==> src/rtl/mem_lsu.sv <==
// mem_lsu: single-outstanding load/store unit bridging EXE requests to an sram-like data port.
// Optional build macro LSU_MISALIGN_EXC_EN: misaligned accesses raise out_adel/out_ades instead of being force-aligned.

module mem_lsu #(
    parameter int          DATA_W    = 32,
    parameter logic [31:0] ADDR_MASK = 32'h1fffffff
) (
    input  logic              clk,
    input  logic              resetn,
    input  logic              in_valid,
    output logic              in_ready,
    input  logic              in_load,
    input  logic              in_store,
    input  logic              in_unsigned,
    input  logic [1:0]        in_size,
    input  logic [31:0]       in_addr,
    input  logic [DATA_W-1:0] in_wdata,
    input  logic              cancel,
    output logic              out_valid,
    input  logic              out_ready,
    output logic [DATA_W-1:0] out_rdata,
    output logic              out_adel,
    output logic              out_ades,
    output logic [31:0]       out_badvaddr,
    output logic              data_req,
    output logic              data_wr,
    output logic [1:0]        data_size,
    output logic [31:0]       data_addr,
    output logic [DATA_W-1:0] data_wdata,
    input  logic [DATA_W-1:0] data_rdata,
    input  logic              data_addr_ok,
    input  logic              data_data_ok
);

    localparam int OFF_W = (DATA_W == 64) ? 3 : 2;

    typedef enum logic [2:0] {
        S_IDLE,
        S_REQ,
        S_WAIT,
        S_DRAIN,
        S_HOLD
    } state_t;

    typedef struct packed {
        logic             load;
        logic             store;
        logic             uns;
        logic [1:0]       size;
        logic [OFF_W-1:0] off;
    } ctx_t;

    state_t            state_q;
    ctx_t              ctx_q;
    logic              out_valid_q;
    logic [DATA_W-1:0] out_rdata_q;
    logic              data_req_q;
    logic              data_wr_q;
    logic [1:0]        data_size_q;
    logic [31:0]       data_addr_q;
    logic [DATA_W-1:0] data_wdata_q;

    logic [1:0]        in_esize;
    logic [31:0]       align_msk;
    logic [31:0]       in_aligned;
    logic [OFF_W-1:0]  in_off;
    logic [DATA_W-1:0] wdata_sh;
    logic [DATA_W-1:0] ld_sh;
    logic [DATA_W-1:0] ld_res;

    // A dword on a 32-bit path degrades to a word; alignment always follows the effective size.
    always_comb begin
        in_esize   = (in_size == 2'd3 && DATA_W == 32) ? 2'd2 : in_size;
        align_msk  = ~((32'd1 << in_esize) - 32'd1);
        in_aligned = in_addr & align_msk;
        in_off     = in_aligned[OFF_W-1:0];
        wdata_sh   = in_wdata << {in_off, 3'b000};
    end

    always_comb begin
        ld_sh  = data_rdata >> {ctx_q.off, 3'b000};
        ld_res = ld_sh;
        case (ctx_q.size)
            2'd0:    ld_res = ctx_q.uns ? DATA_W'(ld_sh[7:0])  : DATA_W'($signed(ld_sh[7:0]));
            2'd1:    ld_res = ctx_q.uns ? DATA_W'(ld_sh[15:0]) : DATA_W'($signed(ld_sh[15:0]));
            2'd2:    ld_res = ctx_q.uns ? DATA_W'(ld_sh[31:0]) : DATA_W'($signed(ld_sh[31:0]));
            default: ld_res = ld_sh;
        endcase
    end

`ifdef LSU_MISALIGN_EXC_EN
    logic        in_mis;
    logic        adel_q;
    logic        ades_q;
    logic [31:0] badvaddr_q;

    assign in_mis       = |(in_addr & ~align_msk);
    assign out_adel     = adel_q;
    assign out_ades     = ades_q;
    assign out_badvaddr = badvaddr_q;
`else
    assign out_adel     = 1'b0;
    assign out_ades     = 1'b0;
    assign out_badvaddr = 32'd0;
`endif

    always_ff @(posedge clk or negedge resetn) begin
        if (!resetn) begin
            state_q      <= S_IDLE;
            ctx_q        <= '0;
            out_valid_q  <= 1'b0;
            out_rdata_q  <= '0;
            data_req_q   <= 1'b0;
            data_wr_q    <= 1'b0;
            data_size_q  <= 2'd0;
            data_addr_q  <= 32'd0;
            data_wdata_q <= '0;
`ifdef LSU_MISALIGN_EXC_EN
            adel_q       <= 1'b0;
            ades_q       <= 1'b0;
            badvaddr_q   <= 32'd0;
`endif
        end else begin
            case (state_q)
                S_IDLE: begin
                    if (in_valid && !cancel) begin
                        ctx_q.load   <= in_load;
                        ctx_q.store  <= in_store;
                        ctx_q.uns    <= in_unsigned;
                        ctx_q.size   <= in_esize;
                        ctx_q.off    <= in_off;
                        out_rdata_q  <= '0;
                        data_wr_q    <= in_store;
                        data_size_q  <= in_esize;
                        data_addr_q  <= in_aligned & ADDR_MASK;
                        data_wdata_q <= wdata_sh;
`ifdef LSU_MISALIGN_EXC_EN
                        adel_q       <= 1'b0;
                        ades_q       <= 1'b0;
                        badvaddr_q   <= 32'd0;
`endif
                        if (!(in_load || in_store)) begin
                            state_q     <= S_HOLD;
                            out_valid_q <= 1'b1;
`ifdef LSU_MISALIGN_EXC_EN
                        end else if (in_mis) begin
                            state_q     <= S_HOLD;
                            out_valid_q <= 1'b1;
                            adel_q      <= in_load;
                            ades_q      <= in_store & ~in_load;
                            badvaddr_q  <= in_addr;
`endif
                        end else begin
                            state_q    <= S_REQ;
                            data_req_q <= 1'b1;
                        end
                    end
                end
                S_REQ: begin
                    // A request already taken by the port must still have its response drained.
                    if (cancel) begin
                        data_req_q <= 1'b0;
                        state_q    <= data_addr_ok ? S_DRAIN : S_IDLE;
                    end else if (data_addr_ok) begin
                        data_req_q <= 1'b0;
                        state_q    <= S_WAIT;
                    end
                end
                S_WAIT: begin
                    if (cancel) begin
                        state_q <= data_data_ok ? S_IDLE : S_DRAIN;
                    end else if (data_data_ok) begin
                        state_q     <= S_HOLD;
                        out_valid_q <= 1'b1;
                        out_rdata_q <= (ctx_q.load && !ctx_q.store) ? ld_res : '0;
                    end
                end
                S_DRAIN: begin
                    if (data_data_ok) begin
                        state_q <= S_IDLE;
                    end
                end
                S_HOLD: begin
                    if (cancel || out_ready) begin
                        state_q     <= S_IDLE;
                        out_valid_q <= 1'b0;
                    end
                end
                default: state_q <= S_IDLE;
            endcase
        end
    end

    assign in_ready   = (state_q == S_IDLE) && !cancel;
    assign out_valid  = out_valid_q;
    assign out_rdata  = out_rdata_q;
    assign data_req   = data_req_q;
    assign data_wr    = data_wr_q;
    assign data_size  = data_size_q;
    assign data_addr  = data_addr_q;
    assign data_wdata = data_wdata_q;

endmodule

==> config.mk <==
export PLATFORM = sky130hd
export DESIGN_NAME = mem_lsu
export DESIGN_NICKNAME = d
export VERILOG_FILES = /design/src/rtl/mem_lsu.sv
export SDC_FILE = /design/constraint.sdc
export NUM_CORES = 1
export LEC_CHECK = 0
export ABC_CLOCK_PERIOD_IN_PS = 4100
export CAP_MARGIN = 0
export CORE_AREA = 2 2 127 129
export DETAILED_ROUTE_END_ITERATION = 8
export DIE_AREA = 0 0 129 131
export PLACE_DENSITY = 0.73
export SETUP_SLACK_MARGIN = 0.2
export SLEW_MARGIN = 20
export SYNTH_ARGS = -nofsm -noshare
export SYNTH_HDL_FRONTEND = slang
export SYNTH_SLANG_ARGS = --single-unit
==> constraint.sdc <==
create_clock -name clk -period 4.1 [get_ports clk]
set_clock_uncertainty 0.15 [all_clocks]
set_input_delay 0.82 -clock clk [delete_from_list [all_inputs] [get_ports clk]]
set_output_delay 0.82 -clock clk [all_outputs]
set_load 0.02 [all_outputs]
==> key figures, run 1 <==
CTS
  – TritonCTS buffer count: 9
  – Setup Buffers After CTS: 0
  – TritonCTS clock tree: built
  – CTS Root Buffer Type: clkbuf_16
  – Htree depth: 3
  – Clk sink count: approximately 100
  – CTS clk-pin slew, worst paths: around 0.070 ns
  – Worst skew pair latency: 0.35 ns
  – Post-cts repair resize count: 0
  – Max clock buf depth: 2
  – # hold bufs at CTS: 0

Placement
  – DPL Wire Length: 11700 um
  – Buffers on Ports: between 200 and 250
  – Placer Congestion: approximately 0.90

Layout
  – # nets final: around 760
  – N_diodes: 0
  – Share of cells above drive strength 1: 0.0928
  – FF/Latch Area: between 0.002 and 0.003 mm^2
  – Area taken by multi-input logic gates: 0.00243 mm^2
  – Final core utilization: 0.494
  – Area grow syn2layout: 44.3%
  – Fillcell total: 1429

Synth
  – Sequential element share of the synthesized area: 0.483
  – Asr flop ratio synth: 1.00
  – Post-synthesis compound-gate area fraction: 0.137
  – Post-Synth Simple-Gate Area: 0.0909
  – Avg Inst Size Synth: 11.5 um^2
  – Top cells by area, synth: dfrtp_1 48%, mux2i_1 7.3%, mux2_1 7.2%, buf_4 5.8%, mux2_2 4.9%
  – Cell with the most instances after synthesis: dfrtp_1
  – Synth top area share: 0.483
  – Combinational family with the most area after synthesis: multiplexers
  – Post-Synth Adder-Cell Area: 0
  – Netlist cell types: 57
  – Mapped Cells: 465
  – YS warnings: 0
  – Top cell type by total area after synthesis: dfrtp_1
  – Post-synth EDFFs: 0
  – Post-Syn Area: around 0.0053 mm^2
  – Mux cell area share after synthesis: 0.198
  – Post-Synth XOR/XNOR Area: 0.00164
  – Post-synth top flop: dfrtp_1
  – Synth top cells by count: 103 x dfrtp_1, 47 x nand2_1, 41 x buf_4
  – Synth Register Bits: 103

Critical path
  – Largest stage delay, worst path: 0.68 ns
  – Crit path cell chain: clkdlybuf4s50_1, nor4_4, clkdlybuf4s50_1
  – Slowest-stage cell, CP: clkdlybuf4s50_1
  – R2R Path Start: state_q[1]
  – Worst-path fanout max: 3
  – Category of the most critical setup path: input pin to output port
  – Worst setup path start: cancel
  – Worst setup EP type: output port
  – Cell repeated most along the worst path: clkdlybuf4s50_1
  – Crit path DAT: between 2 and 2.5 ns
  – CP startpoint kind: input pin
  – Worst endpoint required time: around 3.1 ns

Route
  – Final antenna-violating net count: 0
  – Iteration-0 DRC Markers: about 220
  – Vias: around 4400
  – DR WL/cell: 17.6 um
  – Via density: ~5.0
  – Top Metal Used: met4
  – Remaining DRCs: 0
  – Metal-1 WL: a little over 6000 um
  – Pre-antenna DRT Iters: 5
  – Final wirelength: ~15000 um
  – Met2 routed WL: 7530 um
  – Met3 routed WL: approximately 1500 um

Die
  – Die area: approximately 0.017 mm^2
  – Rows: 46
  – Boundary pin count: ~240
  – Core ar.: about 0.016 mm^2
  – Initial core utilization: 0.342
  – DIE HEIGHT: around 130 um
  – Die X: roughly 130 um

STA
  – Hold violation count in the final report: 0
  – Least-Margin Pin Slew: roughly 0.7 ns
  – Setup-failing EPs final: 0
  – Max_slew headroom: 0.530
  – Hold_ws: 0.300 ns
  – Setup TNS: 0 ns
  – RSZ-0062 raised after global routing: no
  – Fmax: between 0.3 and 0.4 GHz
  – Period utilisation layout: 0.803
  – Final max-slew violation count: 0
  – Post-layout min period: roughly 3.3 ns

GRT
  – Gr usage total: 0.180
  – Total gr overflow: 0
  – First-pass GRT wire length: 23400 um
  – Largest net degree at the start of global routing: 54
  – Number of global-route vias before repair: approximately 4400
  – Antenna violations before repair: 0

Pwr
  – Reg power frac: 0.339
  – Switch Pwr: about 1.9 mW
  – Gate power share: 0.475
  – Leak: approximately 3.2 nW
  – Power density over cell area: approximately 640 mW/mm^2
  – Worst vdd ir: between 0.0003 and 0.0004 V
  – Clk pwr share: 0.186
  – Sw Share: 0.379
  – Int Pwr: approximately 3.1 mW

Job
  – Max-cap viol count: 0

Outcome
  – Status: finished clean

Hold path
  – Hold Path Class: input pin to async pin
## power by group through the flow
stage / registers (mW) / clock network, mW / logic, mW
final: 1.67 / 0.916 / 2.35
after global routing: 1.73 / 0.981 / 2.50
after detailed placement: 1.69 / 0 / 2.36
after floorplan: 2.02 / 0 / 0.979
after CTS: 1.68 / 0.940 / 2.36
after global placement: 1.67 / 0 / 2.31
## layer usage
layer,up-vias,global-route usage
met5,-,0
met2,219,0.305
met1,2163,0.210
met3,18,0.0635
met4,0,0.0710
li1,1997,-
## cell families after synthesis
logic type,after synthesis
buffers and inverters,74
AOI/OAI and AO/OA,99
xor gates and xnor gates,1
other,1
and+or+nand+nor,90
DFF,103
muxes,97
## registers in the layout, summed over array words and instances, names as in the netlist
register and cells:
data_wdata 32, out_rdata 32, data_addr 28, ctx_q 3, state_q 3, data_size 2
data_req 1, data_wr 1, out_valid 1
## per-stage QoR
stage | setup WS, ns | power (mW) | instances | area (um^2)
6_report | 0.808 | 4.94 | 873 | 7700
3_5_place_dp | 0.781 | 4.05 | 858 | 7390
4_1_cts | 0.791 | 4.99 | 873 | 7700
2_1_floorplan | 1.81 | 2.99 | 501 | 5470
5_1_grt | 0.744 | 5.21 | 873 | 7700
3_3_place_gp | 0.811 | 3.98 | 858 | 7390
## worst max-delay path, delay by kind of cell
family | cells | cell delay [ns]
simple gates | 1 | 0.37
buf+inv | 2 | 1.13
## worst paths after layout
path | end | slack (ns) | cells after the start
max | in_ready | 0.81 | 3
min | out_rdata[10] | 0.30 | 1
max reg2reg | out_rdata[27] | 1.49 | 4
min reg2reg | out_rdata[15] | 0.34 | 2
max in group asynchronous | out_rdata[0] | 2.64 | 2
min in group clk | out_rdata[15] | 0.34 | 2
## placed cells by master, fill, tap and decap left out, types with 3 or more instances in the layout
cell	netlist	layout
conb_1	1	37
clkbuf_16	0	9
a2bb2oi_1	8	8
dfrtp_1	103	103
nor2b_1	5	5
a22oi_1	8	8
nor2_1	10	10
nand3_1	3	3
buf_4	41	10
a21oi_1	3	3
nand2b_1	4	4
a221oi_1	8	8
nor3_2	3	3
mux2_1	34	34
nand2_1	47	47
o21ai_1	24	24
mux2_2	23	23
o21ai_0	11	11
a221o_1	8	8
mux2i_1	39	39
clkdlybuf4s50_1	0	202
a22o_1	16	16
## layout make-up
class / instances / share of cell area
clock buffer: 10 / 0.0297
sequential: 103 / 0.335
inverter: 3 / 0.00211
timing repair buffer: 212 / 0.272
clock inverter: 5 / 0.0109
multi-input combinational: 324 / 0.316
tap: 216 / 0.0351
Power figures use the tool's default switching activity.
==> inputs of run 2 (changes only) <==
--- a/config.mk
+++ b/config.mk
@@ -5,7 +5,7 @@
 export SDC_FILE = /design/constraint.sdc
 export NUM_CORES = 1
 export LEC_CHECK = 0
-export ABC_CLOCK_PERIOD_IN_PS = 4100
+export ABC_CLOCK_PERIOD_IN_PS = 3250
 export CAP_MARGIN = 0
 export CORE_AREA = 2 2 127 129
 export DETAILED_ROUTE_END_ITERATION = 8
==> constraint.sdc (replaced) <==
create_clock -name clk -period 3.25 [get_ports clk]
set_clock_uncertainty 0.15 [all_clocks]
set_input_delay 0.65 -clock clk [delete_from_list [all_inputs] [get_ports clk]]
set_output_delay 0.65 -clock clk [all_outputs]
set_load 0.02 [all_outputs]
==> run 2 against run 1 <==
  * Global-route usage decreased by 0.067 points
  * Via count decreased by 0.48%
  * Clock power increased by 27%
  * Critical path depth unchanged
  * Sequential share of layout area decreased by 0.29 points
  * Sequential power increased by 27%
  * Final area increased by 0.86%
  * Register-to-register slack got worse by 0.44 ns
  * Cell count increased by 0.57%
  * Non-clock buffer count increased by 6
  * Critical endpoint unchanged
==> key figures, run 2 (synthesized netlist as in run 1, its figures left out) <==
Outcome
  – Status: finished clean

Layout
  – # nets final: 767 (+0.79%)
  – Commonest non-fill, non-tap cell in the layout: clkdlybuf4s50_1
  – Fillcell total: 1408 (-1.5%)
  – Area grow syn2layout: 45.6%
  – Final core utilization: 0.498 (+0.00425)
  – Share of cells above drive strength 1: 0.101 (+0.00836)
  – N_diodes: 0 (unchanged)
  – Post-route design area: 0.00777 mm^2 (+0.86%)
  – Commonest cells after routing, fill and taps aside: 202 x clkdlybuf4s50_1, 103 x dfrtp_1, 47 x nand2_1

Job
  – Max-cap viol count: 0 (unchanged)

STA
  – Setup TNS: 0 ns (unchanged)
  – Period utilisation layout: 0.861
  – Setup-failing EPs final: 0 (unchanged)
  – Hold violation count in the final report: 0 (unchanged)
  – Final worst setup slack: 0.453 ns (-0.355 ns)
  – RSZ-0062 raised after global routing: no
  – Fmax: approximately 0.36 GHz
  – Least-Margin Pin Slew: 0.722 ns (+0.0199 ns)
  – Post-layout min period: roughly 2.8 ns
  – Max_slew headroom: 0.517 (-0.0133)
  – Final max-slew violation count: 0 (unchanged)

CTS
  – CTS clk-pin slew, worst paths: 0.07 ns (about the same)
  – Worst skew pair latency: 0.34 ns (about the same)
  – Post-cts repair resize count: 0 (unchanged)
  – # hold bufs at CTS: 0 (unchanged)
  – CTS Root Buffer Type: clkbuf_16
  – Max clock buf depth: 2 (unchanged)
  – Setup Buffers After CTS: 0 (unchanged)
  – Clk sink count: 103 (unchanged)
  – TritonCTS buffer count: 9 (unchanged)
  – Htree depth: 3 (unchanged)
  – TritonCTS clock tree: built

Route
  – Vias: 4376 (-0.48%)
  – Final antenna-violating net count: 0 (unchanged)
  – DR WL/cell: 17.5 um (-0.84%)
  – Iteration-0 DRC Markers: 202 (-7.8%)
  – Via density: 4.98 (-1.0%)
  – Final wirelength: 15400 um (-0.27%)
  – Remaining DRCs: 0 (unchanged)
  – Pre-antenna DRT Iters: 4 (-1)

Die
  – Core ar.: 0.0156 mm^2 (unchanged)
  – Die area: 0.0169 mm^2 (unchanged)
  – Die X: 129 um (unchanged)
  – Rows: 46 (unchanged)
  – Initial core utilization: 0.342 (unchanged)
  – DIE HEIGHT: 131 um (unchanged)
  – Boundary pin count: 244 (unchanged)

Critical path
  – Category of the most critical setup path: input pin to output port
  – Crit path DAT: 2.00 ns (-0.32 ns)
  – CP startpoint kind: input pin
  – Worst-path fanout max: 2 (-1)
  – Worst endpoint required time: 2.45 ns (-0.68 ns)
  – Worst setup EP type: output port

Pwr
  – Switch Pwr: 2.37 mW (+27%)
  – Gate power share: 0.477 (+0.002)
  – Sw Share: 0.378 (-0.000501)
  – Int Pwr: 3.89 mW (+27%)
  – Power density over cell area: 806 mW/mm^2 (+26%)
  – Leak: 3.28 nW (+1.2%)
  – Worst vdd ir: 0.000403 V (+12%)
  – Clk pwr share: 0.185 (about the same)
  – Reg power frac: 0.338 (about the same)

GRT
  – First-pass GRT wire length: 23600 um (+0.65%)
  – Antenna violations before repair: 0 (unchanged)
  – Largest net degree at the start of global routing: 73 (+35%)
  – Total gr overflow: 0 (unchanged)
  – Number of global-route vias before repair: 4461 (+0.43%)
  – Gr usage total: 0.179 (-0.000668)

Placement
  – Placed instance area: 0.00746 mm^2 (+0.95%)
  – DPL Wire Length: 11500 um (-1.7%)
  – Post-Place Setup Slack: 0.439 ns (-0.342 ns)
  – Placer Congestion: 0.916 (+1.7%)
  – Buffers on Ports: 203 (unchanged)

Hold path
  – Hold Path Class: input pin to async pin
[run 2: cell count changes in the layout (fill, tap and decap cells not counted), sizes merged]
cell / change
buf: +6
clkbuf: -1
clkinv: -1
inv: +1
[run 2: worst max-delay path: stages]
cell             delay (ns)
clkdlybuf4s50_1        0.46
nor4_4                 0.24
clkdlybuf4s50_1        0.65
[run 2: final cells by class]
type                       instances  area [um^2]  area share
tap                              216          270      0.0348
clock inverter                     5         83.8      0.0108
inverter                           3         16.3     0.00209
timing repair buffer             218         2170       0.279
multi-input combinational        324         2430       0.313
clock buffer                       9          225      0.0290
sequential                       103         2580       0.332
[run 2: per-stage QoR]
stage,std cells,power (mW),hold WS [ns]
after floorplan,501,3.78,0.204
after global placement,864,5.06,0.312
after detailed placement,864,5.14,0.321
after CTS,878,6.33,0.0914
after global routing,878,6.62,0.106
final,878,6.26,0.0843
[run 2: power by group through the flow]
stage / registers [mW] / clock network (mW) / logic [mW]
after floorplan: 2.54 / 0 / 1.24
after global placement: 2.11 / 0 / 2.95
after detailed placement: 2.14 / 0 / 3.00
after CTS: 2.12 / 1.19 / 3.02
after global routing: 2.18 / 1.25 / 3.19
final: 2.12 / 1.16 / 2.99
[run 2: final timing paths]
| check | start | end | slack [ns] | cells past startpoint |
|---|---|---|---|---|
| max | cancel | in_ready | 0.45 | 3 |
| max in group asynchronous | resetn | state_q[2] | 2.12 | 2 |
| max reg2reg | data_addr[1] | out_rdata[26] | 1.05 | 5 |
| min | resetn | out_rdata[8] | 0.08 | 1 |
| min in group clk | data_addr[24] | data_addr[24] | 0.34 | 1 |
| min reg2reg | data_addr[24] | data_addr[24] | 0.34 | 1 |
[run 2: per-layer routing]
| layer | wire [um] | vias up | track usage | part of all wire |
|---|---|---|---|---|
| li1 | - | 1995 | - | - |
| met1 | 6200 | 2139 | 0.214 | 0.40 |
| met2 | 7370 | 223 | 0.304 | 0.48 |
| met3 | 1470 | 19 | 0.0574 | 0.096 |
| met4 | 310 | 0 | 0.0671 | 0.020 |
| met5 | 0 | - | 0 | 0 |
==> inputs of run 3 (changes only) <==
--- a/config.mk
+++ b/config.mk
@@ -6,11 +6,11 @@
 export NUM_CORES = 1
 export LEC_CHECK = 0
 export ABC_CLOCK_PERIOD_IN_PS = 3250
-export CAP_MARGIN = 0
+export CAP_MARGIN = 5
 export CORE_AREA = 2 2 127 129
 export DETAILED_ROUTE_END_ITERATION = 8
 export DIE_AREA = 0 0 129 131
-export PLACE_DENSITY = 0.73
+export PLACE_DENSITY = 0.76
 export SETUP_SLACK_MARGIN = 0.2
 export SLEW_MARGIN = 20
 export SYNTH_ARGS = -nofsm -noshare
==> run 3 against run 2 <==
  * Non-clock buffer count down 1
  * Sequential power about the same
  * Sequential share of layout area about the same
==> key figures, run 3 (synthesized netlist as in run 1, its figures left out) <==
Placement
  – DPL Wire Length: 11600 um (+1.0%)
  – Placer Congestion: 0.868 (-5.3%)
  – Placed instance area: 0.00745 mm^2 (-0.17%)
  – Post-Place Setup Slack: 0.302 ns (-0.137 ns)
  – Buffers on Ports: 203 (unchanged)

Layout
  – # nets final: 766 (-0.13%)
  – Fillcell total: 1393 (-1.1%)
  – FF/Latch Area: 0.00258 mm^2 (unchanged)
  – Area grow syn2layout: 45.5% (about the same)
  – Share of cells above drive strength 1: 0.103 (+0.00136)
  – Final core utilization: 0.498 (about the same)
  – Commonest non-fill, non-tap cell in the layout: clkdlybuf4s50_1
  – Commonest cells after routing, fill and taps aside: 202 x clkdlybuf4s50_1, 103 x dfrtp_1, 47 x nand2_1
  – N_diodes: 0 (unchanged)
  – Area taken by multi-input logic gates: 0.00243 mm^2 (-0.21%)
  – Post-route design area: 0.00777 mm^2 (about the same)

Outcome
  – Status: finished clean

STA
  – Max_slew headroom: 0.430 (-0.0869)
  – Final max-slew violation count: 0 (unchanged)
  – Setup-failing EPs final: 0 (unchanged)
  – Period utilisation layout: 0.896 (+0.0358)
  – Least-Margin Pin Slew: 0.855 ns (+0.133 ns)
  – Final worst setup slack: 0.337 ns (-0.116 ns)
  – Setup TNS: 0 ns (unchanged)
  – RSZ-0062 raised after global routing: no
  – Fmax: 0.343 GHz (-4.0%)
  – Post-layout min period: 2.91 ns (+0.116 ns)
  – Hold violation count in the final report: 0 (unchanged)

Die
  – Initial core utilization: 0.342 (unchanged)
  – Rows: 46 (unchanged)
  – Boundary pin count: 244 (unchanged)
  – Die area: 0.0169 mm^2 (unchanged)
  – DIE HEIGHT: 131 um (unchanged)
  – Die X: 129 um (unchanged)
  – Core ar.: 0.0156 mm^2 (unchanged)

Critical path
  – Crit path DAT: 2.11 ns (+0.11 ns)
  – R2R Path Start: ctx_q[0]
  – Worst setup path start: cancel
  – Worst path top cell family by delay: buffers and inverters
  – WP buf/inv: 2 (unchanged)
  – Worst endpoint required time: 2.45 ns (about the same)
  – Crit path cell chain: clkdlybuf4s50_1, nor4_4, clkdlybuf4s50_1
  – Worst-path fanout max: 3 (+1)
  – Largest stage delay, worst path: 0.67 ns (+0.02 ns)
  – Worst setup EP type: output port
  – R2R Setup Slk: 1.02 ns (-0.03 ns)
  – Path depth of the worst reg2reg path: 4 (-1)
  – Worst setup path endpoint: in_ready
  – Category of the most critical setup path: input pin to output port
  – CP startpoint kind: input pin
  – Cell repeated most along the worst path: clkdlybuf4s50_1
  – Slowest-stage cell, CP: clkdlybuf4s50_1
  – Worst path depth: 3 (unchanged)
  – Worst r2r dst: out_rdata[14]

CTS
  – Clk sink count: 103 (unchanged)
  – TritonCTS clock tree: built
  – Setup Buffers After CTS: 0 (unchanged)
  – Max clock buf depth: 2 (unchanged)
  – CTS Root Buffer Type: clkbuf_16
  – TritonCTS buffer count: 9 (unchanged)
  – Htree depth: 3 (unchanged)
  – # hold bufs at CTS: 0 (unchanged)
  – Post-cts repair resize count: 0 (unchanged)
  – Worst skew pair latency: 0.35 ns (about the same)
  – CTS clk-pin slew, worst paths: 0.07 ns (about the same)

Route
  – Pre-antenna DRT Iters: 5 (+1)
  – Remaining DRCs: 0 (unchanged)
  – Final antenna-violating net count: 0 (unchanged)
  – DR WL/cell: 17.6 um (+0.88%)
  – Via density: 5.03 (+0.96%)
  – Iteration-0 DRC Markers: 263 (+30%)
  – Vias: 4423 (+1.1%)
  – Final wirelength: 15500 um (+1.0%)

Pwr
  – Power density over cell area: 801 mW/mm^2 (-0.58%)
  – Worst vdd ir: 0.000428 V (+6.2%)
  – Leak: 3.28 nW (about the same)

GRT
  – Largest net degree at the start of global routing: 63 (-14%)
  – Antenna violations before repair: 0 (unchanged)
  – Gr usage total: 0.185 (+0.00566)
  – First-pass GRT wire length: 24100 um (+2.1%)
  – M2 GR Usage: 0.313 (+0.00903)
  – Number of global-route vias before repair: 4502 (+0.92%)
  – Busiest grt layer: met2
  – GRT met1 Usage: 0.224 (+0.00968)
  – GR Util met3: 0.0554 (-0.00204)
  – Total gr overflow: 0 (unchanged)

Job
  – Max-cap viol count: 0 (unchanged)

Hold path
  – Hold Path Class: input pin to async pin
==> run 3: cell types whose count changed in the layout (fill, tap and decap cells not counted), sizes merged <==
cell / previous run / this run
bufinv: 2 / 1
clkbuf: 9 / 12
clkinvlp: 2 / 1
clkinv: 0 / 1
buf: 16 / 15
==> run 3: area by class of cell <==
| type | instances | area share |
|---|---|---|
| flip-flops and latches | 103 | 0.332 |
| multi-input cells | 324 | 0.312 |
| repair buffers | 217 | 0.278 |
| well taps | 216 | 0.0348 |
| clock buffers | 12 | 0.0343 |
| clock inverters | 4 | 0.00660 |
| inverters | 3 | 0.00209 |
==> run 3: worst min path at each step <==
| stage | to | slack (ns) | cells past startpoint |
|---|---|---|---|
| 3_5_place_dp | data_wdata[8] | 0.33 | 2 |
| 3_3_place_gp | data_wdata[8] | 0.32 | 2 |
| 5_1_grt | data_addr[2] | 0.30 | 1 |
| 6_report | data_addr[28] | 0.25 | 1 |
| 2_1_floorplan | ctx_q[0] | 0.20 | 0 |
| 4_1_cts | data_addr[23] | 0.28 | 1 |
==> run 3: through the flow <==
step                      total power [mW]  std cells  hold slack [ns]
after global placement                5.03        863            0.316
after detailed placement              5.10        863            0.326
final                                 6.22        879            0.254
after CTS                             6.29        879            0.281
after floorplan                       3.78        501            0.204
after global routing                  6.60        879            0.304
==> run 3: routing by layer <==
| layer | part of all wire | wire, um |
|---|---|---|
| met5 | 0 | 0 |
| met4 | 0.018 | 278 |
| met3 | 0.098 | 1520 |
| met2 | 0.49 | 7640 |
| met1 | 0.39 | 6070 |
==> run 3: power by group <==
part | total (mW) | leakage [nW] | switching [mW] | internal, mW
Sequential | 2.13 | 1.31 | 0.383 | 1.75
Combinational | 2.93 | 1.81 | 1.47 | 1.46
Clock | 1.16 | 0.155 | 0.500 | 0.663
